### src/rtl/alu_op_responder_pkg.sv
// Shared opcode, FSM-state and width definitions for the flow-controlled ALU.
package alu_pkg;

  localparam int ALU_SEL_W = 4;

  typedef enum logic [ALU_SEL_W-1:0] {
    OP_ADD  = 4'h0,
    OP_SUB  = 4'h1,
    OP_MUL  = 4'h2,
    OP_DIV  = 4'h3,
    OP_SHL  = 4'h4,
    OP_SHR  = 4'h5,
    OP_ROL  = 4'h6,
    OP_ROR  = 4'h7,
    OP_AND  = 4'h8,
    OP_OR   = 4'h9,
    OP_XOR  = 4'hA,
    OP_NOR  = 4'hB,
    OP_NAND = 4'hC,
    OP_XNOR = 4'hD,
    OP_GT   = 4'hE,
    OP_EQ   = 4'hF
  } alu_op_e;

  typedef enum logic [1:0] {
    ST_IDLE = 2'd0,
    ST_DIV  = 2'd1,
    ST_RESP = 2'd2
  } alu_state_e;

endpackage

### src/rtl/alu_op_responder_if.sv
// Request/response channel bundle between an operation initiator and the ALU responder.
interface alu_op_responder_if
  import alu_pkg::*;
#(
  parameter int WIDTH = 8
);
  logic                 req_valid;
  logic                 req_ready;
  logic [WIDTH-1:0]     req_a;
  logic [WIDTH-1:0]     req_b;
  logic [ALU_SEL_W-1:0] req_sel;
  logic                 rsp_valid;
  logic                 rsp_ready;
  logic [WIDTH-1:0]     rsp_out;
  logic                 rsp_carry;
  logic                 busy;

  modport master (
    output req_valid, req_a, req_b, req_sel, rsp_ready,
    input  req_ready, rsp_valid, rsp_out, rsp_carry, busy
  );

  modport slave (
    input  req_valid, req_a, req_b, req_sel, rsp_ready,
    output req_ready, rsp_valid, rsp_out, rsp_carry, busy
  );
endinterface

### src/rtl/alu_seq_div.sv
// Iterative restoring unsigned divider: one quotient bit per cycle, WIDTH cycles per divide.
module alu_seq_div #(
  parameter int WIDTH = 8
) (
  input  logic             clk,
  input  logic             rst_n,
  input  logic             start,
  input  logic [WIDTH-1:0] dividend,
  input  logic [WIDTH-1:0] divisor,
  output logic [WIDTH-1:0] quotient,
  output logic             done
);
  localparam int CNT_W = $clog2(WIDTH + 1);

  logic [WIDTH-1:0] rem_q, quo_q, dvs_q;
  logic [CNT_W-1:0] cnt_q;
  logic             running_q;

  logic [WIDTH:0]   shifted, diff;
  logic             q_bit;
  logic [WIDTH-1:0] rem_next, quo_next;

  // NOTE: every always_comb output gets a default first so no path can infer a latch.
  always_comb begin
    shifted  = {rem_q, quo_q[WIDTH-1]};
    diff     = shifted - {1'b0, dvs_q};
    q_bit    = ~diff[WIDTH];
    rem_next = q_bit ? diff[WIDTH-1:0] : shifted[WIDTH-1:0];
    quo_next = {quo_q[WIDTH-2:0], q_bit};
  end

  // The final quotient is presented combinationally on the done cycle so the
  // caller can register it on the same edge as the last iteration.
  assign quotient = quo_next;
  assign done     = running_q && (cnt_q == CNT_W'(WIDTH - 1));

  // NOTE: sequential state uses non-blocking assignments so every flop samples pre-edge values.
  always_ff @(posedge clk or negedge rst_n) begin
    if (!rst_n) begin
      rem_q     <= '0;
      quo_q     <= '0;
      dvs_q     <= '0;
      cnt_q     <= '0;
      running_q <= 1'b0;
    end else if (start) begin
      rem_q     <= '0;
      quo_q     <= dividend;
      dvs_q     <= divisor;
      cnt_q     <= '0;
      running_q <= 1'b1;
    end else if (running_q) begin
      rem_q <= rem_next;
      quo_q <= quo_next;
      cnt_q <= cnt_q + 1'b1;
      if (done) running_q <= 1'b0;
    end
  end

endmodule

### src/rtl/alu_op_responder.sv
// Registered 16-op ALU behind valid/ready request and response channels; DIV is iterative.
module alu_op_responder
  import alu_pkg::*;
#(
  parameter int WIDTH = 8
) (
  input  logic                clk,
  input  logic                rst_n,
  alu_op_responder_if.slave   bus
);
  localparam logic [1:0] IDLE = ST_IDLE;
  localparam logic [1:0] DIV  = ST_DIV;
  localparam logic [1:0] RESP = ST_RESP;

  logic [1:0]       state_q;
  logic             init_q;
  logic             rsp_valid_q, rsp_carry_q, busy_q;
  logic [WIDTH-1:0] rsp_out_q;

  logic             accept, div_start, div_done;
  logic [WIDTH-1:0] div_q;
  logic [WIDTH-1:0] alu_res;
  logic             alu_carry;
  alu_op_e          op;

  assign op = alu_op_e'(bus.req_sel);

  // init_q keeps req_ready low for the first cycle after reset release.
  assign bus.req_ready = init_q && ((state_q == IDLE) || ((state_q == RESP) && bus.rsp_ready));
  assign accept        = bus.req_valid && bus.req_ready;
  assign div_start     = accept && (op == OP_DIV) && (bus.req_b != '0);

  assign bus.rsp_valid = rsp_valid_q;
  assign bus.rsp_out   = rsp_out_q;
  assign bus.rsp_carry = rsp_carry_q;
  assign bus.busy      = busy_q;

  always_comb begin
    alu_res   = '0;
    alu_carry = 1'b0;
    case (op)
      OP_ADD:  {alu_carry, alu_res} = {1'b0, bus.req_a} + {1'b0, bus.req_b};
      OP_SUB:  begin
        alu_res   = bus.req_a - bus.req_b;
        alu_carry = bus.req_a < bus.req_b;
      end
      OP_MUL:  alu_res = bus.req_a * bus.req_b;
      // Only reached for a zero divisor; real divides go through the divider.
      OP_DIV:  begin
        alu_res   = '1;
        alu_carry = 1'b1;
      end
      OP_SHL:  {alu_carry, alu_res} = {bus.req_a, 1'b0};
      OP_SHR:  {alu_res, alu_carry} = {1'b0, bus.req_a};
      OP_ROL:  alu_res = {bus.req_a[WIDTH-2:0], bus.req_a[WIDTH-1]};
      OP_ROR:  alu_res = {bus.req_a[0], bus.req_a[WIDTH-1:1]};
      OP_AND:  alu_res = bus.req_a & bus.req_b;
      OP_OR:   alu_res = bus.req_a | bus.req_b;
      OP_XOR:  alu_res = bus.req_a ^ bus.req_b;
      OP_NOR:  alu_res = ~(bus.req_a | bus.req_b);
      OP_NAND: alu_res = ~(bus.req_a & bus.req_b);
      OP_XNOR: alu_res = ~(bus.req_a ^ bus.req_b);
      OP_GT:   alu_res = WIDTH'(bus.req_a > bus.req_b);
      OP_EQ:   alu_res = WIDTH'(bus.req_a == bus.req_b);
      default: alu_res = '0;
    endcase
  end

  alu_seq_div #(.WIDTH(WIDTH)) u_div (
    .clk      (clk),
    .rst_n    (rst_n),
    .start    (div_start),
    .dividend (bus.req_a),
    .divisor  (bus.req_b),
    .quotient (div_q),
    .done     (div_done)
  );

  always_ff @(posedge clk or negedge rst_n) begin
    if (!rst_n) begin
      state_q     <= IDLE;
      init_q      <= 1'b0;
      rsp_valid_q <= 1'b0;
      rsp_out_q   <= '0;
      rsp_carry_q <= 1'b0;
      busy_q      <= 1'b0;
    end else begin
      init_q <= 1'b1;
      if (accept) begin
        // An accept in RESP retires the current response on the same edge.
        if (div_start) begin
          state_q     <= DIV;
          busy_q      <= 1'b1;
          rsp_valid_q <= 1'b0;
        end else begin
          state_q     <= RESP;
          rsp_valid_q <= 1'b1;
          rsp_out_q   <= alu_res;
          rsp_carry_q <= alu_carry;
        end
      end else begin
        case (state_q)
          DIV: if (div_done) begin
            state_q     <= RESP;
            busy_q      <= 1'b0;
            rsp_valid_q <= 1'b1;
            rsp_out_q   <= div_q;
            rsp_carry_q <= 1'b0;
          end
          RESP: if (bus.rsp_ready) begin
            state_q     <= IDLE;
            rsp_valid_q <= 1'b0;
          end
          IDLE: ;
          default: begin
            state_q     <= IDLE;
            rsp_valid_q <= 1'b0;
            busy_q      <= 1'b0;
          end
        endcase
      end
    end
  end

endmodule

### src/flat_wrapper.sv
// flat-port wrapper written by rule: the top's interface ports become plain ports
module alu_op_responder_flat import alu_pkg::*;
#(
  parameter int WIDTH = 8
)
  (clk, rst_n, bus_req_valid, bus_req_a, bus_req_b, bus_req_sel, bus_rsp_ready, bus_req_ready, bus_rsp_valid, bus_rsp_out, bus_rsp_carry, bus_busy);
  alu_op_responder_if #(.WIDTH(WIDTH)) bus_i ();
  input  logic clk;
  input  logic rst_n;
  input wire logic [$bits(bus_i.req_valid)-1:0] bus_req_valid;
  input wire logic [$bits(bus_i.req_a)-1:0] bus_req_a;
  input wire logic [$bits(bus_i.req_b)-1:0] bus_req_b;
  input wire logic [$bits(bus_i.req_sel)-1:0] bus_req_sel;
  input wire logic [$bits(bus_i.rsp_ready)-1:0] bus_rsp_ready;
  output wire logic [$bits(bus_i.req_ready)-1:0] bus_req_ready;
  output wire logic [$bits(bus_i.rsp_valid)-1:0] bus_rsp_valid;
  output wire logic [$bits(bus_i.rsp_out)-1:0] bus_rsp_out;
  output wire logic [$bits(bus_i.rsp_carry)-1:0] bus_rsp_carry;
  output wire logic [$bits(bus_i.busy)-1:0] bus_busy;
  assign bus_i.req_valid = bus_req_valid;
  assign bus_i.req_a = bus_req_a;
  assign bus_i.req_b = bus_req_b;
  assign bus_i.req_sel = bus_req_sel;
  assign bus_i.rsp_ready = bus_rsp_ready;
  assign bus_req_ready = bus_i.req_ready;
  assign bus_rsp_valid = bus_i.rsp_valid;
  assign bus_rsp_out = bus_i.rsp_out;
  assign bus_rsp_carry = bus_i.rsp_carry;
  assign bus_busy = bus_i.busy;
  alu_op_responder #(.WIDTH(WIDTH)) u_core (.clk(clk), .rst_n(rst_n), .bus(bus_i));
endmodule
### config.mk
export PLATFORM = sky130hd
export DESIGN_NAME = alu_op_responder_flat
export DESIGN_NICKNAME = d
export VERILOG_FILES = /design/src/rtl/alu_op_responder_pkg.sv /design/src/rtl/alu_op_responder_if.sv /design/src/rtl/alu_seq_div.sv /design/src/rtl/alu_op_responder.sv /design/src/flat_wrapper.sv
export SDC_FILE = /design/constraint.sdc
export NUM_CORES = 1
export LEC_CHECK = 0
export ABC_AREA = 0
export BUFFER_PORTS_ARGS = -buffer_cell sky130_fd_sc_hd__buf_2
export CAP_MARGIN = 20
export CORE_ASPECT_RATIO = 0.5
export CORE_MARGIN = 4
export CORE_UTILIZATION = 45
export DETAILED_ROUTE_END_ITERATION = 10
export PLACE_DENSITY_LB_ADDON = 0.08
export SETUP_SLACK_MARGIN = 0.15
export SYNTH_ARGS = -nofsm -noshare
export SYNTH_HDL_FRONTEND = slang
export SYNTH_HIERARCHICAL = 1
export SYNTH_SLANG_ARGS = --single-unit
### constraint.sdc
create_clock -name clk -period 3.25 [get_ports clk]
set_clock_uncertainty 0.1 [all_clocks]
set_input_delay 0.4875 -clock clk [delete_from_list [all_inputs] [get_ports clk]]
set_output_delay 0.4875 -clock clk [all_outputs]
set_load 0.02 [all_outputs]
# After elaboration in Yosys (flattened, before gate mapping)
# Index checks and enable logic that the tools add are counted.
[totals]
output_inout_bits = 12
inputBits = 24
reg_bits = 43
word_cells = 100
[op_classes]
muxes = 33
reduce_logical = 17
eq_ne = 25
mul = 1
order_cmp = 2
n_addsub = 4
bitwise = 7
[op_table]
columns = ["cell", "n"]
rows = [
  ["8-bit one-hot mux with 16 select lines", 1],
  ["8-bit 2-to-1 mux", 9],
  ["4-bit == test, second input constant", 8],
  ["8-bit NOT", 3],
  ["4-bit by 3-bit == test with 1-bit output, second input constant", 5],
  ["1-bit 2-to-1 mux", 13],
  ["8-bit by 8-bit adder with 9-bit output", 1],
  ["3-bit AND reduction", 3],
  ["9-bit by 8-bit subtractor with 9-bit output", 1],
  ["8-bit bitwise AND", 1],
  ["4-bit by 2-bit == test with 1-bit output, second input constant", 2],
  ["8-bit == test", 1],
  ["8-bit > comparator", 1],
  ["8-bit < comparator", 1],
  ["8-bit by 8-bit multiplier with 8-bit output", 1],
  ["2-bit 2-to-1 mux", 4],
  ["4-bit 2-to-1 mux", 2],
  ["8-bit OR", 1],
  ["8-bit nonzero test", 1],
  ["8-bit subtractor", 1],
  ["8-bit bitwise XOR", 1],
  ["1-bit logical AND", 6],
  ["2-bit one-hot mux with 3 select lines", 1],
  ["2-bit nonzero test", 3],
  ["other kinds (16)", 18],
]

# Longest topological paths before layout
[logic_depth]
word_depth = 9
mapped_depth = 16
ltp_nobuf = 16

# By module
# Netlist, hierarchy kept.
[by_module_without_submodules]
columns = ["module", "area_each_um2", "seq_area_each_um2", "instances", "cells_per_inst"]
rows = [
  ["alu_op_responder", 3151.8, 325.3, 1, 421],
  ["alu_seq_div", 1846.8, 725.7, 1, 192],
]

# Worst setup path after synthesis
# OpenSTA, ideal clock, no wires.
[synth_timing]
kind = "input -> register"
from = "input bus_req_a[2]"
to = "register u_core.rsp_out_q[7], in the netlist u_core/bus.rsp_out[7]"
arrival_time_ns = 3.777
stages = 16
required_ns = 3.014
setup_time_ns = 0.136
n_path_buf = 0
path_slack_ns = -0.764
cell_sequence = "ha_1 inv_1 fa_1 inv_1 fa_1 ha_1 inv_1 fa_1 inv_1 ha_1 a21o_1 a21oi_1 xnor2_1 xnor2_1 a221oi_2 a221oi_1"
[synth_via]
elab_chain_len = 4
elab_cells_between_ends = 6
cone_classes = "add/sub: 2; mul: 1; mux: 3"
[synth_rtl]
columns = ["element", "line_no", "source"]
rows = [
  ["start, declared", "flat_wrapper.sv:11", "input wire logic [$bits(bus_i.req_a)-1:0] bus_req_a;"],
  ["8-bit by 8-bit multiplier with 8-bit output, or another cell as far along", "alu_op_responder.sv:47", "OP_MUL: alu_res = bus.req_a * bus.req_b;"],
  ["8-bit one-hot mux with 16 select lines (*)", "alu_op_responder.sv:41", "case (op)"],
  ["8-bit 2-to-1 mux (*)", "alu_op_responder.sv:91", "if (div_start) begin"],
  ["8-bit 2-to-1 mux (*)", "alu_op_responder.sv:89", "if (accept) begin"],
  ["end signal, assigned", "alu_op_responder.sv:98", "rsp_out_q <= alu_res;"],
  ["end signal, assigned", "alu_op_responder.sv:107", "rsp_out_q <= div_q;"],
  ["end, declared", "alu_op_responder.sv:18", "logic [WIDTH-1:0] rsp_out_q;"],
]
# Mark *: on every way between the ends. The rest lies on a longest branch, timed or not. The select of a mux whose other input is x is not followed.
# A chain may end at the register's enable or synchronous reset.

# Worst setup path in the final report
[layout_timing]
from = "input bus_req_b[3]"
to = "register u_core.rsp_out_q[7], in the netlist u_core/bus.rsp_out[7]"
[layout_via]
elab_chain_len = 4
elab_cells_between_ends = 10
cone_classes = "add/sub: 2; mul: 1; eq/ne: 1; mux: 3; reduce/logical: 3"
[layout_rtl]
columns = ["element", "line_no", "source"]
rows = [
  ["start, declared", "flat_wrapper.sv:12", "input wire logic [$bits(bus_i.req_b)-1:0] bus_req_b;"],
  ["8-bit by 8-bit multiplier with 8-bit output, or another cell as far along", "alu_op_responder.sv:47", ""],
  ["8-bit one-hot mux with 16 select lines or 1-bit logical AND (tied branches)", "alu_op_responder.sv:41, alu_op_responder.sv:31", ""],
  ["8-bit 2-to-1 mux or 2-bit inequality test (tied branches)", "n/a", ""],
  ["8-bit 2-to-1 mux or 3-bit AND reduction (tied branches)", "n/a", ""],
]
# Parallel ways exist; a longest one is shown, timed or not. The select of a mux whose other input is x is not followed.

==> results_dict.tcl <==
set metrics [dict create \
    outcome "finished, violations left" \
    failed_checks "setup timing" \
    clk_pin_slew_worst_paths_ns 0.06 \
    seqCellArea_sq_um 1050 \
    grt_usage_pct 24.6 \
    fin_util_pct 59.1 \
    nNetsFinal 775 \
    fp.dieW_microns 157 \
    synth-simple-area-share_pct 17.2 \
    p_comb_share_pct 59.6 \
    synth_xor_area_share_pct 6.31 \
    vdd_ir_drop_max_uv 264 \
    drive_gt1_share_pct 28.1 \
    synth.avg_cell_area_sq_um 8.15 \
    hold_viol 0 \
    setup-violations-final 4 \
    cts.path.max_buffers 2 \
    htreeDepth 2 \
    p_int_mw 2.02 \
    final_cell_mix "buf_4 (68), nand2_1 (54), nor2_1 (52)" \
    place_inst 811 \
    gp_congestion 0.979 \
    p_clk_share_pct 15.9 \
    drc 0 \
    antenna_found_initial 0 \
    period_minus_slack_ns 3.72 \
    tritoncts "yes" \
    ys_warn_count 6 \
    synth.top_cells.by_area "dfrtp_1 (21%), ha_1 (12%), fa_1 (6.0%), inv_1 (4.8%), nand2_1 (4.4%)" \
    core_area_sq_um 10500 \
    cp-start-kind "primary input" \
    crit_path_end_kind "register" \
    wl_mm 15.3 \
    final_common_cell "buf_4" \
    first_pass_iters 7 \
    arrival_ns 3.76 \
    power_density_nw_per_um2 571 \
    r2r-start "u_core/u_div/quo_q[7]" \
    cts_num_sinks 42 \
    via_per_inst 5.75 \
    grt_pass1_wl_mm 24.9 \
    leakage_nw 2.74 \
    start_util_pct 47.6 \
    clkLatencyLatePin_ns 0.28 \
    syn_inst 613 \
    r2r_end "u_core/bus.rsp_out[0]" \
    synth_compound_area_share_pct 24.2 \
    cts_root_buf "clkbuf_16" \
    hold_ws_ns 0.236 \
    layout_worst_path_cycle_share_pct 115 \
    slew_violations 0 \
    area_growth_pct 24.2 \
    grt_start_max_net_pins 43 \
    clock.fmax_mhz 269 \
    grt_overflow_total 0 \
    ant_nets 0 \
    synth_cell_types 81 \
    ys_async_sr_fraction_pct 100 \
    path_max_fanout 4 \
    portBuffers 35 \
    maxCapViolations 0 \
    switchingPower_mw 1.52 \
    die_h_microns 82.5 \
    yosys.area.top_type "dfrtp_1" \
    maxSlewHeadroom_pct 39.2 \
    setup_ws_ns -0.474 \
    die-area_sq_um 13000 \
    fin_cells 828 \
    hold_path.class "in2async" \
    wl_per_cell_microns 18.4 \
    ios 36 \
    hpwl_mm 11.8 \
    synth_edf_count 0 \
    power_mw 3.54 \
    synthFlopType "dfrtp_1" \
    worstSetupPathType "in2reg" \
    synth-seq-cells 42 \
    synth.net_count 701 \
    dp_slack_ns -0.883 \
    num_vias 4762 \
    synth_top_area_share_pct 21.0 \
    grt_pass1_vias 4556 \
    switching_share_pct 42.9 \
    worstRegToRegCells 11 \
    synthMuxAreaShare_pct 3.10 \
    crit_required_ns 3.29 \
    rsz0062_at_grt "true" \
    nFillCells 962 \
    syn_area_sq_um 5000 \
    multiInputGateArea_sq_um 3740 \
    numCtsBuffers 5 \
    pwr-share-seq_pct 24.5 \
    seq_area_frac_synth_pct 21.0 \
    worst_pin_slew_ns 0.912 \
    timing.reg2reg.setup_slack_ns 0.33 \
    antenna_cells 0 \
    synthAdderAreaFrac_pct 18.3 \
    row_count 26 \
    drt_iter0_drc 358 \
    synth_top_family_by_area "compound AO/OA/AOI/OAI gates" \
]
## critical path, cell delays in order
cell and delay, ns:
buf_8 0.09, buf_6 0.10, nand2_4 0.04, fa_2 0.36, fa_1 0.50, inv_2 0.04
fa_1 0.54, inv_2 0.04, fa_2 0.52, inv_2 0.04, ha_4 0.26, a21oi_2 0.05
xnor2_1 0.17, xnor2_1 0.11, a221oi_2 0.30, a221oi_2 0.11
## flip-flops by register name, indices dropped and copies added (netlist names)
signal and flops:
u_core/bus.rsp_out 8, u_core/u_div/dvs_q 8, u_core/u_div/quo_q 8, u_core/u_div/rem_q 8
u_core/u_div/cnt_q 4, u_core/state_q 2, u_core/bus.busy 1, u_core/bus.rsp_carry 1
u_core/init_q 1, u_core/u_div/running_q 1
## cell families (layout without fill, tap and decap cells)
| kind of cell | count (synthesis) | count (layout) |
|---|---|---|
| AO/OA/AOI/OAI | 170 | 170 |
| XOR/XNOR | 36 | 36 |
| adder cells (fa/ha/maj) | 64 | 64 |
| buffers and inverters | 107 | 182 |
| flip-flops | 42 | 42 |
| multiplexers | 15 | 15 |
| other | 1 | 1 |
| AND/OR/NAND/NOR | 178 | 178 |
## final cells by class
| cell class | count | area share [%] |
|---|---|---|
| clock buffers | 5 | 2.02 |
| clock inverters | 3 | 0.726 |
| inverters | 65 | 4.07 |
| multi-input cells | 464 | 60.3 |
| flip-flops and latches | 42 | 16.9 |
| well taps | 140 | 2.82 |
| repair buffers | 109 | 13.1 |
## power groups by stage
stage,Combinational [mW],Clock [mW],Sequential [mW]
floorplan,1.50,0,0.894
global placement,1.94,0,0.873
detailed placement,1.97,0,0.876
CTS,2.05,0.572,0.870
global route,2.34,0.600,0.897
finish,2.11,0.563,0.868
## what timing repair did
item                                    4_1_cts  5_1_grt
buffers inserted                              6        3
hold buffers                                  0        0
gates resized for setup                      31       33
endpoints found under the setup margin        5        6
pin swaps                                    23       31
## cells in the mapped netlist, types with 7 or more instances
library cell	number
a21o_1	7
inv_1	64
mux2i_1	11
nor3_1	11
a31oi_1	7
xnor2_1	24
nand2b_1	9
a221oi_1	9
dfrtp_1	42
a21oi_1	26
o21a_1	7
fa_1	15
buf_4	14
xor2_1	12
ha_1	49
buf_2	10
o21ai_1	9
o21ai_0	35
nand2_1	58
clkbuf_1	11
nor2_1	58
## through the flow
stage | setup TNS [ns] | cell area (sq um)
after CTS | -1.45 | 6060
after global placement | -3.18 | 5710
after floorplan | -1.03 | 5110
final | -1.52 | 6210
after detailed placement | -3.37 | 5710
after global routing | -1.87 | 6210
## worst max path at each step
stage | from | end | slack [ns] | depth (start not counted)
after floorplan | bus_req_a[3] | u_core/bus.rsp_out[7] | -0.44 | 14
after global placement | bus_req_b[2] | u_core/bus.rsp_out[7] | -0.81 | 16
after detailed placement | bus_req_b[2] | u_core/bus.rsp_out[7] | -0.88 | 16
after CTS | bus_req_a[1] | u_core/bus.rsp_out[7] | -0.48 | 16
after global routing | bus_req_b[3] | u_core/bus.rsp_out[7] | -0.58 | 16
final | bus_req_b[3] | u_core/bus.rsp_out[7] | -0.47 | 16
## per-layer routing
layer,track usage (%),up-vias,wire (microns),share of wire (%)
li1,-,2292,-,-
met4,4.29,0,136,0.89
met1,38.0,2294,7650,50
met2,38.0,166,6550,43
met5,0,-,0,0
met3,1.61,10,941,6.2
Power figures use the tool's default switching activity.
